**src/rtl/ddr3_cmd_responder.sv**
```systemverilog
// DDR3 device-side responder: decodes bus commands, tracks per-bank open/precharge
// state and refresh, serves a 64x16 data array with fixed CAS latency. Define DDR3_RSP_CHECK_EN for legality checks.
module ddr3_cmd_responder #(
    parameter int CL   = 5,
    parameter int tRP  = 3,
    parameter int tRFC = 10
) (
    input  logic        CLK,
    input  logic        RESET,
    input  logic        CS,
    input  logic        RAS,
    input  logic        CAS,
    input  logic        WE,
    input  logic [14:0] Addr_in,
    input  logic [2:0]  BA_in,
    input  logic [15:0] DQ_in,
    input  logic        LDM,
    input  logic        UDM,
    output logic [15:0] DQ_out,
    output logic        DQ_valid,
    output logic [7:0]  Bank_Open,
    output logic        Busy,
    output logic        Err,
    output logic [2:0]  Err_Code
);

    typedef enum logic [2:0] {
        CMD_MRS = 3'b000,
        CMD_REF = 3'b001,
        CMD_PRE = 3'b010,
        CMD_ACT = 3'b011,
        CMD_WR  = 3'b100,
        CMD_RD  = 3'b101,
        CMD_ZQ  = 3'b110,
        CMD_NOP = 3'b111
    } cmd_e;

    // Counter reaches zero exactly on the edge where ACT becomes legal again
    localparam logic [3:0] TRP_LOAD  = 4'(tRP - 1);
    localparam logic [7:0] TRFC_LOAD = 8'(tRFC);

    logic [7:0]    open_r;
    logic [14:0]   row_r      [8];
    logic [3:0]    trp_cnt_r  [8];
    logic [7:0]    busy_cnt_r;
    logic          busy_r;
    logic          err_r;
    logic [2:0]    err_code_r;
    logic [15:0]   mem_r      [64];
    logic [15:0]   pipe_dat_r [CL];
    logic [CL-1:0] pipe_vld_r;

    cmd_e          cmd_s;
    logic [5:0]    mem_idx_s;
    logic          bank_open_s;
    logic          exec_s;
    logic [2:0]    err_code_s;
    logic          wr_en_s;
    logic          rd_en_s;

    assign cmd_s       = CS ? CMD_NOP : cmd_e'({RAS, CAS, WE});
    assign mem_idx_s   = {BA_in, Addr_in[2:0]};
    assign bank_open_s = open_r[BA_in];

`ifdef DDR3_RSP_CHECK_EN
    logic any_trp_s;
    logic busy_blk_s;

    // The last refresh cycle already accepts commands, so only counts above 1 block
    assign busy_blk_s = (busy_cnt_r > 8'd1);

    // Any bank still inside its precharge window
    always_comb begin
        any_trp_s = 1'b0;
        for (int b = 0; b < 8; b++) begin
            any_trp_s = any_trp_s | (trp_cnt_r[b] != 4'd0);
        end
    end

    // Legality decode; busy dominates, then refresh/tRP, then bank-state errors
    always_comb begin
        err_code_s = 3'd0;
        if (cmd_s == CMD_NOP) begin
            err_code_s = 3'd0;
        end else if (busy_blk_s) begin
            err_code_s = 3'd4;
        end else begin
            case (cmd_s)
                CMD_ACT: begin
                    if (trp_cnt_r[BA_in] != 4'd0) begin
                        err_code_s = 3'd5;
                    end else if (bank_open_s) begin
                        err_code_s = 3'd1;
                    end else begin
                        err_code_s = 3'd0;
                    end
                end
                CMD_RD, CMD_WR: begin
                    if (!bank_open_s) begin
                        err_code_s = 3'd2;
                    end else begin
                        err_code_s = 3'd0;
                    end
                end
                CMD_REF, CMD_MRS, CMD_ZQ: begin
                    if ((|open_r) || any_trp_s) begin
                        err_code_s = 3'd3;
                    end else begin
                        err_code_s = 3'd0;
                    end
                end
                default: err_code_s = 3'd0;
            endcase
        end
    end

    assign exec_s = (err_code_s == 3'd0);
`else
    assign err_code_s = 3'd0;
    assign exec_s     = 1'b1;
`endif

    assign wr_en_s = exec_s && (cmd_s == CMD_WR);
    assign rd_en_s = exec_s && (cmd_s == CMD_RD);

    // Bank open/precharge state, refresh window and error reporting
    always_ff @(posedge CLK or negedge RESET) begin
        if (!RESET) begin
            open_r     <= 8'd0;
            busy_cnt_r <= 8'd0;
            busy_r     <= 1'b0;
            err_r      <= 1'b0;
            err_code_r <= 3'd0;
            for (int b = 0; b < 8; b++) begin
                row_r[b]     <= 15'd0;
                trp_cnt_r[b] <= 4'd0;
            end
        end else begin
            err_r      <= (err_code_s != 3'd0);
            err_code_r <= err_code_s;
            for (int b = 0; b < 8; b++) begin
                if (trp_cnt_r[b] != 4'd0) begin
                    trp_cnt_r[b] <= trp_cnt_r[b] - 4'd1;
                end
            end
            if (busy_cnt_r != 8'd0) begin
                busy_cnt_r <= busy_cnt_r - 8'd1;
            end
            busy_r <= (busy_cnt_r > 8'd1);
            if (exec_s) begin
                case (cmd_s)
                    CMD_ACT: begin
                        open_r[BA_in] <= 1'b1;
                        row_r[BA_in]  <= Addr_in;
                    end
                    CMD_PRE: begin
                        for (int b = 0; b < 8; b++) begin
                            if (open_r[b] && (Addr_in[10] || (BA_in == 3'(b)))) begin
                                open_r[b]    <= 1'b0;
                                trp_cnt_r[b] <= TRP_LOAD;
                            end
                        end
                    end
                    CMD_RD, CMD_WR: begin
                        if (Addr_in[10] && bank_open_s) begin
                            open_r[BA_in]    <= 1'b0;
                            trp_cnt_r[BA_in] <= TRP_LOAD;
                        end
                    end
                    CMD_REF: begin
                        busy_cnt_r <= TRFC_LOAD;
                        busy_r     <= 1'b1;
                    end
                    default: begin
                    end
                endcase
            end
        end
    end

    // Data array with byte masks; contents survive reset
    always_ff @(posedge CLK) begin
        if (RESET && wr_en_s) begin
            if (!LDM) begin
                mem_r[mem_idx_s][7:0] <= DQ_in[7:0];
            end
            if (!UDM) begin
                mem_r[mem_idx_s][15:8] <= DQ_in[15:8];
            end
        end
    end

    // CAS-latency pipeline: stage 0 captures on the READ edge, last stage drives DQ
    always_ff @(posedge CLK or negedge RESET) begin
        if (!RESET) begin
            pipe_vld_r <= {CL{1'b0}};
            for (int i = 0; i < CL; i++) begin
                pipe_dat_r[i] <= 16'd0;
            end
        end else begin
            pipe_vld_r    <= {pipe_vld_r[CL-2:0], rd_en_s};
            pipe_dat_r[0] <= rd_en_s ? mem_r[mem_idx_s] : 16'd0;
            for (int i = 1; i < CL; i++) begin
                pipe_dat_r[i] <= pipe_dat_r[i-1];
            end
        end
    end

    assign DQ_out    = pipe_dat_r[CL-1];
    assign DQ_valid  = pipe_vld_r[CL-1];
    assign Bank_Open = open_r;
    assign Busy      = busy_r;
    assign Err       = err_r;
    assign Err_Code  = err_code_r;

endmodule

```
**config.mk**
```make
export PLATFORM = sky130hd
export DESIGN_NAME = ddr3_cmd_responder
export DESIGN_NICKNAME = d
export VERILOG_FILES = /design/src/rtl/ddr3_cmd_responder.sv
export SDC_FILE = /design/constraint.sdc
export NUM_CORES = 1
export LEC_CHECK = 0
export CAP_MARGIN = 20
export CORE_MARGIN = 3
export CORE_UTILIZATION = 60
export DETAILED_ROUTE_END_ITERATION = 16
export PLACE_DENSITY_LB_ADDON = 0.1
export SYNTH_ARGS = -nofsm -noshare
export SYNTH_HDL_FRONTEND = slang
export SYNTH_SLANG_ARGS = --single-unit
```
**constraint.sdc**
```tcl
create_clock -name CLK -period 1.9 [get_ports CLK]
set_clock_uncertainty 0.05 [all_clocks]
set_input_delay 0.38 -clock CLK [delete_from_list [all_inputs] [get_ports CLK]]
set_output_delay 0.38 -clock CLK [all_outputs]
set_load 0.02 [all_outputs]
```
Yosys cells after proc, flatten, opt, wreduce, memory -nomap -nowiden:

Memory sizes are Yosys's and may differ from the RTL's.
Cells that the tools add are included.

* $add $sub $neg: 1
* order comparisons: 3
* eq/ne operators: 21
* multiplexer cells: 25
* bitwise gates (word level): 3
* reduce and logical (&&, ||, !) cells: 32

Operators with widths (number)
* $mux W8: 3
* $pmux W8 S3: 1
* $reduce_and A3 Y1: 8
* $eq A3 B3 Y1 const B: 6
* $ne A2 B2 Y1 const B: 9
* $mux W1: 17
* $mux W16: 1
* $eq A3 B2 Y1 const B: 4
* $logic_and A1 B1 Y1: 11
* $and A8 B8 Y8: 1
* $gt A8 B1 Y1 const B: 1
* $logic_or A1 B1 Y1: 8
* $not A8 Y8: 1
* $or A8 B8 Y8: 1
* $reduce_bool A8 Y1: 1
* $sub A8 B1 Y8 const B: 1
* $eq A3 B1 Y1 const B: 2
* $lt A3 B4 Y1 const B: 1
* $bmux W1 S3: 1
* $demux W1 S3: 1
* $ge A3 B1 Y1 const B: 1
* $logic_not A3 Y1: 1
* $mux W3: 1
* $reduce_bool A3 Y1: 1
* other kinds (2): 2

* memories: 1
* word-level logic and storage cells: 102
* output and inout bits: 30
* memory bits (writable): 1024
* register bits: 102

Memories
* mem_r: depth 64, bits a word 16, read ports 1, clocked after Yosys merged registers in 0, wr ports 1, line 49 `logic [15:0] mem_r [64];`

Longest topological paths before layout:

* depth in word-level cells: 8
* mapped depth: 11
* depth with buffers taken out: 7

Least setup slack after synthesis:

No wires, ideal clock.

* path type: input to register
* start point: in BA_in[0]
* end point: mem mem_r[58][0], enable pin
* cell stages on the path: 7
* setup time: 370 ps
* data arrival time: 1986 ps
* required time: 1480 ps
* buffers on the path: 4
* slack: -506 ps
* cells stage by stage: buf_2 buf_2 and2_1 clkbuf_1 nand2_1 clkbuf_1 nor2_1

RTL lines
* start: declaration: line 15 `input logic [2:0] BA_in,`
* end: declaration: line 49

No word-level cell before the write port.

Final worst setup path:

* start point: mem mem_r[59][12]
* end point: reg pipe_dat_r[76] (netlist name)

* word-level cells in the longest chain between the ends: 2

Ends and longest elaborated chain
* $mem_v2 Z64 W16
* $mux W16: line 202 `pipe_dat_r[0] <= rd_en_s ? mem_r[mem_idx_s] : 16'd0;`
* end signal: indexed assignment: line 204 `pipe_dat_r[i] <= pipe_dat_r[i-1];`
* end: declaration: line 50 `logic [15:0] pipe_dat_r [CL];`

No other way between the ends.
A chain may end at the register's enable or synchronous reset.

==> flow_summary.json <==
{
  "status": "finished with violations",
  "violations": "setup timing",
  "power_switching_mw": 11.4,
  "placedCellCount": 3704,
  "die_area_mm2": 0.0750,
  "grt_pass1_vias": 25400,
  "worst-path-max-fanout": 1,
  "cts.htree.levels": 3,
  "cts_tree": "done",
  "synthFlopType": "edfxtp_1",
  "path_cells": "mux4_2 -> mux2i_2 -> o22ai_2 -> a21oi_2 -> a31oi_4 -> o21a_1",
  "slew_violations": 0,
  "ys_ff_latch": 1126,
  "yosys-top-cells-count": "1024 x edfxtp_1, 175 x nor2_1, 127 x mux2i_1, 102 x dfrtp_1, 99 x a221oi_1",
  "setup_viol": 3,
  "antenna_left": 0,
  "synth_area_mm2": 0.0430,
  "wire_per_inst_um": 31.4,
  "p_leak_nw": 18.7,
  "async_flop_share_pct": 9.06,
  "required_ns": 2.38,
  "p_per_area_mw_per_mm2": 987,
  "drc": 0,
  "grt_usage_pct": 33.2,
  "cell_internal_pwr_mw": 41.4,
  "port_buffers": 56,
  "cp_top_family": "multiplexers",
  "avgSynthCellArea_um2": 18.3,
  "yosysWarningCount": 0,
  "wl_um": 123000,
  "via_count": 25800,
  "post-synth-top-count-cell": "edfxtp_1",
  "clock_latency_ns": 0.66,
  "clockBufferDepth": 3,
  "max_slew_margin_pct": 43.6,
  "fin_nets": 2929,
  "antenna_found_initial": 2,
  "synth.distinct_cells": 69,
  "grt_pass1_wl_um": 177000,
  "cts_root_buffer": "clkbuf_16",
  "synth_top_area_share_pct": 71.5,
  "ir_worst_vdd_mv": 0.915,
  "fmax_ghz": 0.500,
  "fin_cells": 3914,
  "tns_ns": -0.150,
  "clk_pin_slew_ns": 0.06,
  "synth_edf_count": 1024,
  "area_growth_syn_to_layout_pct": 24.4,
  "clock-sinks": 1126,
  "io-pin-count": 72,
  "cp-end-kind": "register",
  "cpMaxStageDelayCell": "mux4_2",
  "coreArea_mm2": 0.0705,
  "clkPwrFrac_pct": 41.1,
  "place_ws_ns": -1.08,
  "period_minus_slack_ns": 2.00,
  "cp-start-kind": "register",
  "setup_ws_ns": -0.101,
  "grt_overflow_total": 0,
  "timing.critical_path.buf_inv": 0,
  "dp_hpwl_um": 81900,
  "grt_max_degree": 65,
  "vias_per_cell": 6.60,
  "drv_cap": 0,
  "synth.area.top_cells": "edfxtp_1 71%, dfrtp_1 5.9%, mux4_2 4.8%",
  "utilization_pct": 75.9,
  "std_cell_rows": 97,
  "post-route-period-util_pct": 105,
  "yosysSeqAreaShare_pct": 77.4,
  "globalplace.congestion": 0.960,
  "yosysTopAreaCell": "edfxtp_1",
  "dr.pass1.iters": 6,
  "swShare_pct": 21.6,
  "hold_buffers": 0,
  "hold_class": "in -> async",
  "nFillCells": 3986,
  "start_util_pct": 61.0,
  "power_frac_seq_pct": 51.7,
  "r2r_cells": 6,
  "hold_viol_final": 0,
  "die_w_um": 274,
  "crit_cells": 6,
  "rsz0062_at_grt": "yes",
  "synthCells": 2353,
  "dr.first_iter.drc_count": 3629,
  "numCtsBuffers": 108,
  "pwr-share-comb_pct": 7.2,
  "crit_type": "reg -> reg",
  "drive_gt1_share_pct": 34.9,
  "tightestPinTransition_ns": 0.846,
  "cp_data_arrival_time_ns": 2.48,
  "die_h_um": 274,
  "cp_slowest_stage_delay_ns": 0.51
}
-- final cells by class --
type / count / area (um2) / area share, %
antenna: 1 / 2.50 / 0.00467
inverter: 6 / 22.5 / 0.0421
clock inverter: 50 / 414 / 0.774
sequential: 1126 / 33300 / 62.2
tap: 940 / 1180 / 2.20
clock buffer: 149 / 3220 / 6.01
timing repair buffer: 586 / 5800 / 10.8
multi-input combinational: 1056 / 9590 / 17.9
-- power by group through the flow --
stage          logic [mW]  registers (mW)  clock network [mW]
4_1_cts              3.66            27.3                21.9
3_3_place_gp         3.51            27.8                   0
3_5_place_dp         3.59            27.8                   0
5_1_grt              3.99            27.3                23.0
6_report             3.82            27.3                21.7
2_1_floorplan        1.60            27.8                   0
-- cells in the final DEF, fill, tap and decap left out, types with 17 or more instances in the layout --
| cell type | instances |
|---|---|
| edfxtp_1 | 1024 |
| buf_4 | 406 |
| clkbuf_16 | 119 |
| mux2i_1 | 115 |
| dfrtp_1 | 102 |
| buf_12 | 101 |
| nor2_1 | 97 |
| mux4_2 | 91 |
| a22oi_1 | 84 |
| a221oi_1 | 82 |
| nand2_1 | 61 |
| o21ai_0 | 50 |
| mux2_2 | 49 |
| a21oi_1 | 47 |
| nor2_2 | 45 |
| nor2_4 | 36 |
| o22ai_1 | 29 |
| buf_6 | 24 |
| a22o_1 | 22 |
| clkinv_2 | 21 |
| dlygate4sd2_1 | 19 |
| buf_2 | 19 |
| clkinv_1 | 18 |
| a31oi_1 | 17 |
-- worst paths after layout --
check                          startpoint              to  slack (ns)
setup / recovery            mem_r[59][12]  pipe_dat_r[76]       -0.10
hold / removal                      RESET   busy_cnt_r[7]        0.05
setup reg to reg            mem_r[59][12]  pipe_dat_r[76]       -0.10
hold reg to reg            pipe_dat_r[19]       DQ_out[3]        0.29
max in group asynchronous           RESET  pipe_dat_r[48]        1.11
min in group CLK                DQ_in[10]    mem_r[7][10]        0.05
-- metrics by stage --
| step | hold WS, ns | area, um2 | total power, mW |
|---|---|---|---|
| CTS | 0.0271 | 53100 | 52.8 |
| finish | 0.0526 | 53500 | 52.8 |
| global placement | 0.281 | 49200 | 31.3 |
| detailed placement | 0.285 | 49200 | 31.4 |
| global route | 0.0353 | 53500 | 54.3 |
| floorplan | 0.0344 | 43500 | 29.4 |
-- what timing repair did --
item | in CTS | in global routing
buffers inserted | 0 | 10
resized for setup | 102 | 90
pin swaps | 10 | 25
setup endpoints to repair | 1071 | 339
gates cloned | 0 | 1
-- flip-flops by register name, indices dropped and copies added (netlist names) --
signal / flops
mem_r: 1024
pipe_dat_r: 64
DQ_out: 16
Bank_Open: 8
busy_cnt_r: 8
pipe_vld_r: 5
Busy: 1
-- worst min-delay path, stage by stage --
cell	delay (ns)
buf_4	0.17
buf_4	0.15
buf_4	0.51
-- routing by layer --
layer	track usage [%]	share of wire [%]	up-vias
li1	-	-	10600
met5	0	0.011	-
met1	47.8	38	13200
met2	50.3	46	1821
met4	11.5	3.5	2
met3	8.21	12	264
-- cells by family (layout without fill, tap and decap cells) --
family	Yosys count	in the layout	share of synthesized area, %
simple gates	326	326	3.33
buf+inv	174	791	2.47
xor+xnor	4	4	0.0814
other cells	1	5	0.00871
flops	1126	1126	77.4
compound gates	451	451	7.62
fa+ha+maj	3	3	0.0872
mux	268	268	9.02
(Power assumes the default switching activity.)
